**config.mk**
```make
export PLATFORM = sky130hd
export DESIGN_NAME = uart_apb_fifo
export DESIGN_NICKNAME = d
export VERILOG_FILES = /design/src/rtl/uart_apb_pkg.sv /design/src/rtl/uart_sync_fifo.sv /design/src/rtl/uart_apb_fifo.sv
export SDC_FILE = /design/constraint.sdc
export NUM_CORES = 1
export LEC_CHECK = 0
export ABC_AREA = 1
export CAP_MARGIN = 20
export CELL_PAD_IN_SITES_DETAIL_PLACEMENT = 0
export CELL_PAD_IN_SITES_GLOBAL_PLACEMENT = 2
export CORE_MARGIN = 4
export CORE_UTILIZATION = 30
export CTS_CLUSTER_SIZE = 28
export DETAILED_ROUTE_END_ITERATION = 8
export PLACE_DENSITY_LB_ADDON = 0.08
export SLEW_MARGIN = 20
export SYNTH_ARGS = -nofsm -noshare
export SYNTH_HDL_FRONTEND = slang
export SYNTH_SLANG_ARGS = --single-unit
```
**constraint.sdc**
```tcl
create_clock -name clock -period 5.2 [get_ports clock]
set_input_delay 1.56 -clock clock [delete_from_list [all_inputs] [get_ports clock]]
set_output_delay 1.56 -clock clock [all_outputs]
set_load 0.03 [all_outputs]
```
**src/rtl/uart_apb_pkg.sv**
```systemverilog
// Shared constants and state types for the APB UART: register offsets,
// STATUS/CTRL bit positions and the serial engine state encodings.
package uart_apb_pkg;

    localparam logic [1:0] REG_DATA   = 2'd0;
    localparam logic [1:0] REG_STATUS = 2'd1;
    localparam logic [1:0] REG_DIV    = 2'd2;
    localparam logic [1:0] REG_CTRL   = 2'd3;

    localparam int ST_TX_FULL      = 0;
    localparam int ST_TX_EMPTY     = 1;
    localparam int ST_RX_FULL      = 2;
    localparam int ST_RX_EMPTY     = 3;
    localparam int ST_RX_OVERRUN   = 4;
    localparam int ST_RX_FRAME_ERR = 5;
    localparam int ST_TX_BUSY      = 6;

    localparam int CTRL_TX_EN     = 0;
    localparam int CTRL_RX_EN     = 1;
    localparam int CTRL_IRQ_RX_EN = 2;
    localparam int CTRL_IRQ_TX_EN = 3;

    localparam int FRAME_BITS = 8;

    typedef enum logic [1:0] {TX_IDLE, TX_START, TX_DATA, TX_STOP} tx_state_t;
    typedef enum logic [1:0] {RX_IDLE, RX_START, RX_DATA, RX_STOP} rx_state_t;

endpackage

```
**src/rtl/uart_sync_fifo.sv**
```systemverilog
// Single-clock FIFO with occupancy count; a pop on a full FIFO frees the slot
// for a push in the same cycle.
module uart_sync_fifo #(
    parameter int WIDTH = 8,
    parameter int DEPTH = 16
) (
    input  logic                         clock,
    input  logic                         reset,
    input  logic                         push,
    input  logic [WIDTH-1:0]             wdata,
    input  logic                         pop,
    output logic [WIDTH-1:0]             rdata,
    output logic                         full,
    output logic                         empty,
    output logic [$clog2(DEPTH+1)-1:0]   count
);
    localparam int PW = $clog2(DEPTH);
    localparam int CW = $clog2(DEPTH+1);

    logic [WIDTH-1:0] mem [DEPTH];
    logic [PW-1:0]    wr_ptr;
    logic [PW-1:0]    rd_ptr;
    logic             do_push;
    logic             do_pop;

    assign full    = (count == CW'(DEPTH));
    assign empty   = (count == '0);
    assign do_pop  = pop & !empty;
    assign do_push = push & (!full | do_pop);
    assign rdata   = mem[rd_ptr];

    // DEPTH is a power of two, so the pointers wrap naturally
    always_ff @(posedge clock or negedge reset) begin
        if (!reset) begin
            wr_ptr <= '0;
            rd_ptr <= '0;
            count  <= '0;
        end else begin
            if (do_push) wr_ptr <= wr_ptr + 1'b1;
            if (do_pop)  rd_ptr <= rd_ptr + 1'b1;
            case ({do_push, do_pop})
                2'b10:   count <= count + 1'b1;
                2'b01:   count <= count - 1'b1;
                default: count <= count;
            endcase
        end
    end

    always_ff @(posedge clock) begin
        if (do_push) mem[wr_ptr] <= wdata;
    end

endmodule

```
**src/rtl/uart_apb_fifo.sv**
```systemverilog
// APB3 slave 8N1 UART with TX/RX FIFOs, programmable divisor, sticky errors
// and a registered level interrupt.
//   state    | meaning
//   TX_IDLE  | line high, waiting for tx_en and data
//   TX_START | driving start bit (DIV+1 clocks)
//   TX_DATA  | shifting 8 data bits LSB first
//   TX_STOP  | driving stop bit, may chain straight into next frame
//   RX_IDLE  | waiting for a falling edge with rx_en
//   RX_START | waiting to mid-sample start bit, high = glitch
//   RX_DATA  | sampling 8 data bits every DIV+1 clocks
//   RX_STOP  | sampling stop bit, then push / flag error
module uart_apb_fifo
    import uart_apb_pkg::*;
#(
    parameter int TX_DEPTH  = 16,
    parameter int RX_DEPTH  = 16,
    parameter int DIV_W     = 16,
    parameter int DIV_RESET = 867
) (
    input  logic        clock,
    input  logic        reset,
    input  logic        in_psel,
    input  logic        in_penable,
    input  logic [2:0]  in_pprot,
    input  logic [31:0] in_paddr,
    input  logic        in_pwrite,
    input  logic [31:0] in_pwdata,
    input  logic [3:0]  in_pstrb,
    output logic        in_pready,
    output logic        in_pslverr,
    output logic [31:0] in_prdata,
    input  logic        uart_rx,
    output logic        uart_tx,
    output logic        irq
);
    logic [1:0]       reg_addr;
    logic             access, wr_en, rd_en;
    logic             wr_data, rd_data, w1c;
    logic [DIV_W-1:0] div_q, div_eff, start_wait;
    logic [DIV_W:0]   rx_half;
    logic [3:0]       ctrl_q;
    logic             rx_overrun, rx_frame_err;
    logic [6:0]       status;

    logic             tx_push, tx_pop, tx_full, tx_empty;
    logic [7:0]       tx_rdata;
    logic [$clog2(TX_DEPTH+1)-1:0] tx_count;
    logic             rx_push, rx_pop, rx_full, rx_empty;
    logic [7:0]       rx_rdata;
    logic [$clog2(RX_DEPTH+1)-1:0] rx_count;

    tx_state_t        tx_state;
    logic [DIV_W-1:0] tx_timer, tx_div;
    logic [2:0]       tx_bit;
    logic [7:0]       tx_shift;
    logic             tx_start, tx_busy;

    rx_state_t        rx_state;
    logic [DIV_W-1:0] rx_timer, rx_div;
    logic [2:0]       rx_bit;
    logic [7:0]       rx_shift;
    logic             rx_s1, rx_s2, rx_prev;
    logic             rx_stop_tick, rx_stop_ok, rx_ovr_set, rx_ferr_set;
    logic             unused_bits;

    assign unused_bits = ^{in_pprot, in_paddr, in_pwdata, in_pstrb, tx_count, rx_count};

    assign reg_addr   = in_paddr[3:2];
    assign access     = in_psel & in_penable;
    assign wr_en      = access & in_pwrite & in_pstrb[0];
    assign rd_en      = access & !in_pwrite;
    assign wr_data    = wr_en & (reg_addr == REG_DATA);
    assign rd_data    = rd_en & (reg_addr == REG_DATA);
    assign w1c        = wr_en & (reg_addr == REG_STATUS);
    assign tx_push    = wr_data & !tx_full;
    assign rx_pop     = rd_data & !rx_empty;
    assign in_pready  = access;
    assign in_pslverr = (wr_data & tx_full) | (rd_data & rx_empty);

    assign div_eff    = (div_q < DIV_W'(3)) ? DIV_W'(3) : div_q;
    assign rx_half    = ({1'b0, div_eff} + 1'b1) >> 1;
    assign start_wait = DIV_W'(rx_half - 1'b1);

    always_comb begin
        status                  = '0;
        status[ST_TX_FULL]      = tx_full;
        status[ST_TX_EMPTY]     = tx_empty;
        status[ST_RX_FULL]      = rx_full;
        status[ST_RX_EMPTY]     = rx_empty;
        status[ST_RX_OVERRUN]   = rx_overrun;
        status[ST_RX_FRAME_ERR] = rx_frame_err;
        status[ST_TX_BUSY]      = tx_busy;
    end

    always_comb begin
        in_prdata = '0;
        if (in_psel && !in_pwrite) begin
            case (reg_addr)
                REG_DATA:   if (!rx_empty) in_prdata[7:0] = rx_rdata;
                REG_STATUS: in_prdata[6:0] = status;
                REG_DIV:    in_prdata[DIV_W-1:0] = div_q;
                default:    in_prdata[3:0] = ctrl_q;
            endcase
        end
    end

    // hardware set of an error flag beats a simultaneous W1C
    always_ff @(posedge clock or negedge reset) begin
        if (!reset) begin
            div_q        <= DIV_W'(DIV_RESET);
            ctrl_q       <= 4'h3;
            rx_overrun   <= 1'b0;
            rx_frame_err <= 1'b0;
            irq          <= 1'b0;
        end else begin
            if (wr_en && reg_addr == REG_DIV)  div_q  <= in_pwdata[DIV_W-1:0];
            if (wr_en && reg_addr == REG_CTRL) ctrl_q <= in_pwdata[3:0];
            rx_overrun   <= rx_ovr_set  | (rx_overrun   & !(w1c & in_pwdata[ST_RX_OVERRUN]));
            rx_frame_err <= rx_ferr_set | (rx_frame_err & !(w1c & in_pwdata[ST_RX_FRAME_ERR]));
            irq <= (ctrl_q[CTRL_IRQ_RX_EN] & !rx_empty) | (ctrl_q[CTRL_IRQ_TX_EN] & tx_empty)
                 | rx_overrun | rx_frame_err;
        end
    end

    uart_sync_fifo #(.WIDTH(8), .DEPTH(TX_DEPTH)) u_tx_fifo (
        .clock(clock), .reset(reset), .push(tx_push), .wdata(in_pwdata[7:0]),
        .pop(tx_pop), .rdata(tx_rdata), .full(tx_full), .empty(tx_empty), .count(tx_count)
    );

    uart_sync_fifo #(.WIDTH(8), .DEPTH(RX_DEPTH)) u_rx_fifo (
        .clock(clock), .reset(reset), .push(rx_push), .wdata(rx_shift),
        .pop(rx_pop), .rdata(rx_rdata), .full(rx_full), .empty(rx_empty), .count(rx_count)
    );

    // a new frame may start from IDLE or directly at the end of a stop bit
    assign tx_start = ctrl_q[CTRL_TX_EN] & !tx_empty
                    & ((tx_state == TX_IDLE) | ((tx_state == TX_STOP) & (tx_timer == '0)));
    assign tx_pop   = tx_start;
    assign tx_busy  = (tx_state != TX_IDLE);

    always_ff @(posedge clock or negedge reset) begin
        if (!reset) begin
            tx_state <= TX_IDLE;
            tx_timer <= '0;
            tx_div   <= '0;
            tx_bit   <= '0;
            tx_shift <= '0;
            uart_tx  <= 1'b1;
        end else begin
            uart_tx <= (tx_state == TX_START) ? 1'b0 :
                       (tx_state == TX_DATA)  ? tx_shift[0] : 1'b1;
            if (tx_start) begin
                tx_state <= TX_START;
                tx_timer <= div_eff;
                tx_div   <= div_eff;
                tx_shift <= tx_rdata;
                tx_bit   <= '0;
            end else if (tx_state != TX_IDLE) begin
                if (tx_timer != '0) begin
                    tx_timer <= tx_timer - 1'b1;
                end else begin
                    tx_timer <= tx_div;
                    case (tx_state)
                        TX_START: tx_state <= TX_DATA;
                        TX_DATA: begin
                            tx_shift <= tx_shift >> 1;
                            tx_bit   <= tx_bit + 1'b1;
                            if (tx_bit == 3'(FRAME_BITS-1)) tx_state <= TX_STOP;
                        end
                        default: tx_state <= TX_IDLE;
                    endcase
                end
            end
        end
    end

    assign rx_stop_tick = (rx_state == RX_STOP) & (rx_timer == '0);
    assign rx_stop_ok   = rx_stop_tick & rx_s2;
    assign rx_ferr_set  = rx_stop_tick & !rx_s2;
    assign rx_push      = rx_stop_ok & (!rx_full | rx_pop);
    assign rx_ovr_set   = rx_stop_ok & rx_full & !rx_pop;

    always_ff @(posedge clock or negedge reset) begin
        if (!reset) begin
            rx_s1    <= 1'b1;
            rx_s2    <= 1'b1;
            rx_prev  <= 1'b1;
            rx_state <= RX_IDLE;
            rx_timer <= '0;
            rx_div   <= '0;
            rx_bit   <= '0;
            rx_shift <= '0;
        end else begin
            rx_s1   <= uart_rx;
            rx_s2   <= rx_s1;
            rx_prev <= rx_s2;
            if (rx_state == RX_IDLE) begin
                if (ctrl_q[CTRL_RX_EN] && rx_prev && !rx_s2) begin
                    rx_state <= RX_START;
                    rx_timer <= start_wait;
                    rx_div   <= div_eff;
                end
            end else if (rx_timer != '0) begin
                rx_timer <= rx_timer - 1'b1;
            end else begin
                rx_timer <= rx_div;
                case (rx_state)
                    RX_START: begin
                        rx_state <= rx_s2 ? RX_IDLE : RX_DATA;
                        rx_bit   <= '0;
                    end
                    RX_DATA: begin
                        rx_shift <= {rx_s2, rx_shift[7:1]};
                        rx_bit   <= rx_bit + 1'b1;
                        if (rx_bit == 3'(FRAME_BITS-1)) rx_state <= RX_STOP;
                    end
                    default: rx_state <= RX_IDLE;
                endcase
            end
        end
    end

endmodule
```
-- Word level (Yosys, flattened, before mapping)
Memories as Yosys holds them, arrays and structs flattened.
Cells that the tools add are included.
- memories kept: 2
- bits in writable memories: 256
- output and inout bits: 36
- logic and storage cells: 182
- input bits: 77
- flip-flop bits (word level): 143
- bitwise gates (word level): 42
- eq/ne operators: 22
- $add $sub $neg: 14
- reduce and logical (&&, ||, !) cells: 35
- mux-type cells: 41
- order comparisons: 1
- memories (memory ; depth ; width ; rd ports ; clocked after Yosys merged registers in ; write ports ; RTL line ; RTL):
    u_rx_fifo.mem ; 16 ; 8 ; 1 ; 0 ; 1 ; uart_sync_fifo.sv:20 ; logic [WIDTH-1:0] mem [DEPTH];
    u_tx_fifo.mem ; 16 ; 8 ; 1 ; 0 ; 1 ; uart_sync_fifo.sv:20 ;
- operators by type and width (cell ; count):
    16-bit two-way mux ; 8
    8-bit two-way mux ; 6
    16-bit by 1-bit subtractor with 16-bit output (second input constant) ; 3
    16-bit zero test ; 2
    16-bit nonzero test ; 2
    1-bit AND ; 30
    5-bit one-hot mux with 2 select lines ; 2
    2-bit two-way mux ; 9
    16-bit by 1-bit adder with 17-bit output (second input constant) ; 1
    4-bit by 1-bit adder with 4-bit output (second input constant) ; 4
    2-bit equality test (second input constant) ; 8
    16-bit by 2-bit < comparator with 1-bit output (second input constant) ; 1
    3-bit AND reduction ; 5
    3-bit two-way mux ; 4
    4-bit one-hot mux with 3 select lines ; 1
    2-bit nonzero test ; 6
    5-bit by 1-bit adder with 5-bit output (second input constant) ; 2
    2-bit by 1-bit equality test with 1-bit output (second input constant) ; 5
    5-bit equality test (second input constant) ; 2
    5-bit zero test ; 2
    1-bit OR ; 10
    5-bit by 1-bit subtractor with 5-bit output (second input constant) ; 2
    1-bit zero test ; 9
    3-bit one-hot mux with 3 select lines ; 1
    14 further kinds ; 30

-- Logic depth before layout (Yosys ltp)
Gate-level depths: netlist (run 1).
- depth in word-level cells: 9
- gate-level depth with buffers: 20
- depth with buffers taken out: 20

-- Hierarchy
From an unflattened synthesis (run 1), not the netlist that was laid out.
- cell total of the unflattened synthesis: 1961
- area total of the unflattened synthesis: 19189.7 um2
- by module, submodules not included (module ; cells each ; times used ; area each (um2) ; seq. area each (um2)):
    uart_apb_fifo ; 999 ; 1 ; 7252.0 ; 2942.8
    uart_sync_fifo at u_tx_fifo ; 481 ; 1 ; 5975.7 ; 4169.0
    uart_sync_fifo at u_rx_fifo ; 481 ; 1 ; 5962.0 ; 4169.0

-- Least setup slack after synthesis (run 1)
Ideal clock, no wire load.
- kind: input -> output
- start: input port in_paddr[3]
- end: output port in_prdata[10]
- data required time: 3640 ps
- path buffers: 0
- data arrival time: 2784 ps
- cell stages on the path: 4
- path slack: 856 ps
- cell sequence: inv_1 -> nor2_1 -> inv_1 -> nor3_1
- cells in the longest elaborated chain, start to end: 3
- RTL lines (item ; RTL line ; RTL):
    start, declared ; uart_apb_fifo.sv:25 ; input logic [31:0] in_paddr,
    2-bit equality test ; uart_apb_fifo.sv:98 ; case (reg_addr)
    8-bit two-way mux ; uart_apb_fifo.sv:98 ;
    16-bit two-way mux ; uart_apb_fifo.sv:97 ; if (in_psel && !in_pwrite) begin
    end, declared ; uart_apb_fifo.sv:31 ; output logic [31:0] in_prdata,
Every way passes these cells.

-- Worst setup path after layout (run 1)
- start: input port in_paddr[3]
- end: output port in_prdata[0]
- cells in the longest elaborated chain, start to end: 3
- elaborated cells between the ends (all ways): 5
- classes of those cells: 2 x eq/ne; 2 x mux; 1 x reduce/logical
- RTL lines (item ; RTL line):
    2-bit equality test (tied with other cells) ; uart_apb_fifo.sv:98
    4-bit one-hot mux with 3 select lines (*) ; uart_apb_fifo.sv:98
    16-bit two-way mux (*) ; uart_apb_fifo.sv:97
Every way passes the cells marked *; elsewhere a longest branch is shown, timed or not.

==> flow_summary.yaml, run 1 <==
run_status:
  run_status: "completed"
global_route:
  top_usage_layer: "met2"
  grt_overflow: 0
  grt_use_met1_pct: 24.3
  grt_use_met2_pct: 24.5
  grt_first_pass_wirelength_um: 83100
  grtUsageMet3_pct: 2.69
  grt_max_degree: 89
  globalRouteTotalUtil_pct: 16.2
  grt_pass1_vias: 12900
  antenna_found_initial: 1
sta:
  setup_viol: 0
  hold_violations: 0
  relSlewSlack_pct: 31.7
  worst_hold_slack_ns: 0.354
  fin_skew_ns: 0.0232
  rsz0062_at_grt: "false"
  post-route-min-period_ns: 4.84
  max_freq_mhz: 207
  finalCritPeriodShare_pct: 93.1
  worst_pin_slew_ns: 1.02
  finalSetupTns_ns: 0
  slew_violations: 0
drt:
  initialDrtViolationCount: 822
  drtAntennaViolNets: 0
  first_pass_iters: 6
  wl_per_cell_um: 19.0
  wl_um: 53800
  drc: 0
  viasPerCell: 4.69
  vias: 13300
floorplan:
  die_area_mm2: 0.0664
  die_w_um: 258
  core_area_mm2: 0.0617
  initial_core_util_pct: 30.3
  die_h_um: 258
  pin_count: 113
  rows: 91
setup_path:
  crit_type: "primary input to output port"
  rrSetupSlack_ns: 2.01
  startpoint_type: "primary input"
  worstRegToRegCells: 18
  arrival_ns: 3.28
  required_ns: 3.64
  crit_fanout: 9
  crit_path_end_kind: "output port"
yosys:
  synth_seq_cells: 399
  ys_top_cells_by_count: "345 x nand2_1, 267 x nor2_1, 256 x edfxtp_1"
  ys_warn_count: 0
  synth.most_common_cell: "nand2_1"
  synth_flop_cell: "edfxtp_1"
  async_reset_ff_share_pct: 35.8
  synth_cell_types: 54
  syn_inst: 1889
  netlist_area_mm2: 0.0187
  synth_top_cell_by_area: "edfxtp_1"
  synth-edff-count: 256
  synth.avg_cell_area_um2: 9.90
  yosysTopAreaCellShare_pct: 41.1
  ys_seq_area_share_pct: 60.3
  netlist_top_cells_area: "edfxtp_1 41%, dfrtp_1 18%, nand2_1 6.9%"
clock_network:
  post_cts_buffers: 0
  clk_pin_slew_ns: 0.06
  clk-insertion-delay-late_ns: 0.59
  post_cts_resized: 0
  cts_max_path_buffers: 3
  tritoncts: "done"
  htree_levels: 2
  clock-sinks: 399
  cts_hold_buf: 0
  cts-root-buf: "clkbuf_16"
  numCtsBuffers: 47
final_layout:
  seq_area_mm2: 0.0113
  final_nets: 2066
  fill_cells: 6336
  multi_input_area_mm2: 0.00644
  area_growth_pct: 17.3
  diodes: 0
  final_layout_size_suffix_gt1_share_pct: 10.7
worst_hold_path:
  hold_depth: 0
  min_path_type: "flop to flop"
place:
  dp_hpwl_um: 35600
  portBuffers: 44
  gp_congestion: 0.754
pwr:
  p_per_area_mw_per_mm2: 454
  power_leakage_nw: 8.69
  ir_worst_vdd_uv: 230
job:
  drv_cap: 0
## cells by family (layout without fill, tap and decap cells)
kind of cell / after synthesis / in the layout / synth area share (%)
other cells: 1 / 16 / 0.0200
mux: 8 / 8 / 0.481
fa+ha+maj: 36 / 36 / 2.49
xor+xnor: 39 / 39 / 1.83
compound gates: 369 / 369 / 11.1
buf+inv: 248 / 335 / 5.60
flops: 399 / 399 / 60.3
simple gates: 789 / 789 / 18.2
## critical path, stage by stage
cell             delay, ns
clkdlybuf4s50_1       0.52
inv_1                 0.08
nor2_1                0.09
buf_4                 0.18
a22oi_1               0.10
a31oi_1               0.55
buf_12                0.20
## worst paths after layout
check	start	endpoint
max	in_paddr[3]	in_prdata[0]
min	rx_s1	rx_s2
max reg2reg	div_q[10]	rx_timer[13]
min reg2reg	rx_s1	rx_s2
max in group asynchronous	reset	ctrl_q[1]
min in group asynchronous	reset	u_tx_fifo.wr_ptr[2]
## report_power, final
part / switching, mW / total (mW) / internal (mW)
sequential: 0.336 / 4.08 / 3.74
combinational: 1.62 / 2.39 / 0.768
clock: 1.37 / 3.50 / 2.14
total: 3.32 / 9.97 / 6.65
## state kept, by name, indices dropped and copies added, names as in the netlist, 3 cells and up
| signal | flops |
|---|---|
| rx_shift | 8 |
| div_q | 16 |
| tx_timer | 16 |
| ctrl_q | 4 |
| u_tx_fifo.mem | 128 |
| u_rx_fifo.wr_ptr | 4 |
| rx_div | 16 |
| u_tx_fifo.rd_ptr | 4 |
| u_tx_fifo.wr_ptr | 4 |
| u_tx_fifo.count | 5 |
| u_rx_fifo.count | 5 |
| u_rx_fifo.mem | 128 |
| tx_bit | 3 |
| rx_timer | 16 |
| rx_bit | 3 |
| tx_shift | 8 |
| u_rx_fifo.rd_ptr | 4 |
| tx_div | 16 |
## cells in the final DEF, fill, tap and decap left out, types with 5 or more instances in the layout
cell and count:
clkbuf_1 10, clkbuf_8 6, nor2_4 9, nor2_2 5
o221ai_1 20, inv_1 135, nand3_2 5, a31oi_1 25
nand2_2 8, buf_4 57, nor2_1 266, edfxtp_1 256
clkinv_2 8, nand2_4 5, bufinv_16 7, nor3_1 18
nand3_1 90, o21ai_1 29, clkinv_1 8, dfstp_2 12
dfrtp_1 129, xor2_1 30, xnor2_1 9, inv_2 13
a22oi_1 6, ha_1 34, o22ai_1 16, o211ai_1 20
nand4_1 24, nor4_1 5, clkdlybuf4s50_1 26, o21ai_0 181
a21oi_1 59, nand2_1 345, conb_1 16, buf_12 11
clkbuf_16 48
## stage by stage
step                      utilization [%]  setup slack [ns]  instances  area (µm²)  power (mW)
after floorplan                         -             0.856       1904       18800        5.77
after CTS                            35.5             0.414       2827       21900        10.1
after global placement               32.8             0.410       2740       20300        6.55
after detailed placement             32.8             0.437       2740       20300        6.57
final                                35.6             0.361       2828       21900        9.97
after global routing                 35.6             0.257       2828       21900        10.7
## area by class of cell
class	instances	area share, %
clock buffer	64	6.02
clock inverter	23	1.51
inverter	152	2.61
multi-input combinational	1257	29.3
sequential	399	51.4
tap	837	4.77
timing repair buffer	96	4.32
## layer usage
layer / wire length (µm) / share of wire (%)
met5: 0 / 0
met4: 904 / 1.7
met3: 2120 / 3.9
met2: 23500 / 44
met1: 27300 / 51
Power figures use the tool's default switching activity.
==> run 2: changes to the inputs <==
Clock period 5.2 ns to 6.25 ns, I/O delays scaled along.
==> flow_summary.yaml, run 2 (synthesis results as in run 1) <==
run_status:
  run_status: "completed"
sta:
  hold_violations: 0
  relSlewSlack_pct: 31.2
  slew_violations: 0
  finalSetupTns_ns: 0
  setup_viol: 0
  fin_ws_ns: 0.502
  post-route-min-period_ns: 5.75
  worst_pin_slew_ns: 1.03
  rsz0062_at_grt: "false"
  worst_hold_slack_ns: 0.364
  finalCritPeriodShare_pct: 92.0
  max_freq_mhz: 174
  fin_skew_ns: 0.00995
job:
  drv_cap: 0
clock_network:
  htree_levels: 2
  cts_max_path_buffers: 3
  clk_pin_slew_ns: 0.06
  clock-sinks: 399
  tritoncts: "done"
  cts-root-buf: "clkbuf_16"
  clk-insertion-delay-late_ns: 0.57
  cts_hold_buf: 0
  numCtsBuffers: 47
  post_cts_buffers: 0
  post_cts_resized: 0
final_layout:
  layout.cells.non_filler: 2801
  reg_top3: "u_rx_fifo.mem x128, u_tx_fifo.mem x128"
  final_cell_mix: "344 x nand2_1, 266 x nor2_1, 256 x edfxtp_1"
  final_nets: 2040
  layout_commonest_cell: "nand2_1"
  area_growth_pct: 15.1
  diodes: 0
  final_layout_size_suffix_gt1_share_pct: 8.71
  stdcell_area_mm2: 0.0215
pwr:
  pwr-share-clk_pct: 33.4
  p_per_area_mw_per_mm2: 374
  netSwitchingPower_mw: 2.74
  pwr-share-seq_pct: 42.4
  swShare_pct: 34.0
  p_int_mw: 5.32
  ir_worst_vdd_uv: 249
  pwr-share-comb_pct: 24.2
  power_leakage_nw: 8.42
drt:
  drtAntennaViolNets: 0
  drc: 0
  initialDrtViolationCount: 682
  wl_per_cell_um: 19.2
  first_pass_iters: 5
  viasPerCell: 4.66
  wl_um: 53800
  vias: 13000
global_route:
  grt_pass1_vias: 12800
  grt_first_pass_wirelength_um: 82100
  grt_max_degree: 67
  globalRouteTotalUtil_pct: 16.1
  grt_overflow: 0
  antenna_found_initial: 1
setup_path:
  crit_fanout: 4
  path_buf_inv: 4
  required_ns: 4.38
  crit_type: "primary input to output port"
  critPathSlowestCell: "clkdlybuf4s50_1"
  critPathMaxStageDelay_ns: 0.73
  cp_cell_sequence: "clkdlybuf4s50_1 -> nor2_1 -> inv_1 -> nor3_1 -> inv_1 -> o21ai_0 -> clkdlybuf4s50_1"
  startpoint_type: "primary input"
  cp_top_family: "buffers and inverters"
  crit_path_end_kind: "output port"
  arrival_ns: 3.87
worst_hold_path:
  min_path_type: "flop to flop"
place:
  dp_cells: 2715
  dp_slack_ns: 0.490
  dpl_cell_area_mm2: 0.0200
  portBuffers: 44
  gp_congestion: 0.769
  dp_hpwl_um: 35400
floorplan:
  die_w_um: 258
  die_area_mm2: 0.0664
  die_h_um: 258
  core_area_mm2: 0.0617
  pin_count: 113
  initial_core_util_pct: 30.3
  rows: 91
-- run 2: changes by cell type in the layout (fill, tap and decap cells not counted), sizes merged --
| cell | before | now |
|---|---|---|
| clkbuf | 64 | 61 |
| buf | 70 | 33 |
| clkdlybuf4s50 | 26 | 37 |
| bufinv | 7 | 4 |
| clkinv | 18 | 20 |
| clkinvlp | 0 | 3 |
-- run 2: power groups by stage --
stage	Clock (mW)	Combinational (mW)	Sequential, mW
final	2.69	1.95	3.42
after floorplan	0	1.45	3.35
after detailed placement	0	1.98	3.47
after global placement	0	1.97	3.47
after CTS	2.79	2.00	3.42
after global routing	2.89	2.26	3.47
-- run 2: path summary, 6_finish.rpt --
check | startpoint | end | slack [ns] | depth (start not counted)
min in group asynchronous | reset | u_tx_fifo.rd_ptr[0] | 1.33 | 1
hold reg to reg | rx_s1 | rx_s2 | 0.36 | 0
max in group asynchronous | reset | tx_shift[4] | 3.78 | 2
setup / recovery | in_paddr[2] | in_pslverr | 0.50 | 7
setup reg to reg | u_tx_fifo.count[0] | u_tx_fifo.count[4] | 2.56 | 17
hold / removal | rx_s1 | rx_s2 | 0.36 | 0
-- run 2: cell type report --
cell class / instances / area [µm²]
multi-input combinational: 1257 / 6440
inverter: 152 / 572
fill: 6319 / 40200
timing repair buffer: 70 / 697
tap: 837 / 1050
clock buffer: 61 / 1250
clock inverter: 25 / 241
sequential: 399 / 11300
-- run 2: stage by stage --
stage / power (mW) / util (%)
3_5_place_dp: 5.46 / 32.5
4_1_cts: 8.21 / 34.9
2_1_floorplan: 4.80 / -
6_report: 8.06 / 34.9
5_1_grt: 8.62 / 34.9
3_3_place_gp: 5.45 / 32.5
-- run 2: layer usage --
| layer | wire length, µm | global-route usage [%] | part of all wire [%] |
|---|---|---|---|
| met5 | 0 | 0 | 0 |
| met4 | 969 | 3.59 | 1.8 |
| met3 | 1860 | 2.34 | 3.5 |
| met2 | 23900 | 25.1 | 44 |
| met1 | 27000 | 23.7 | 50 |
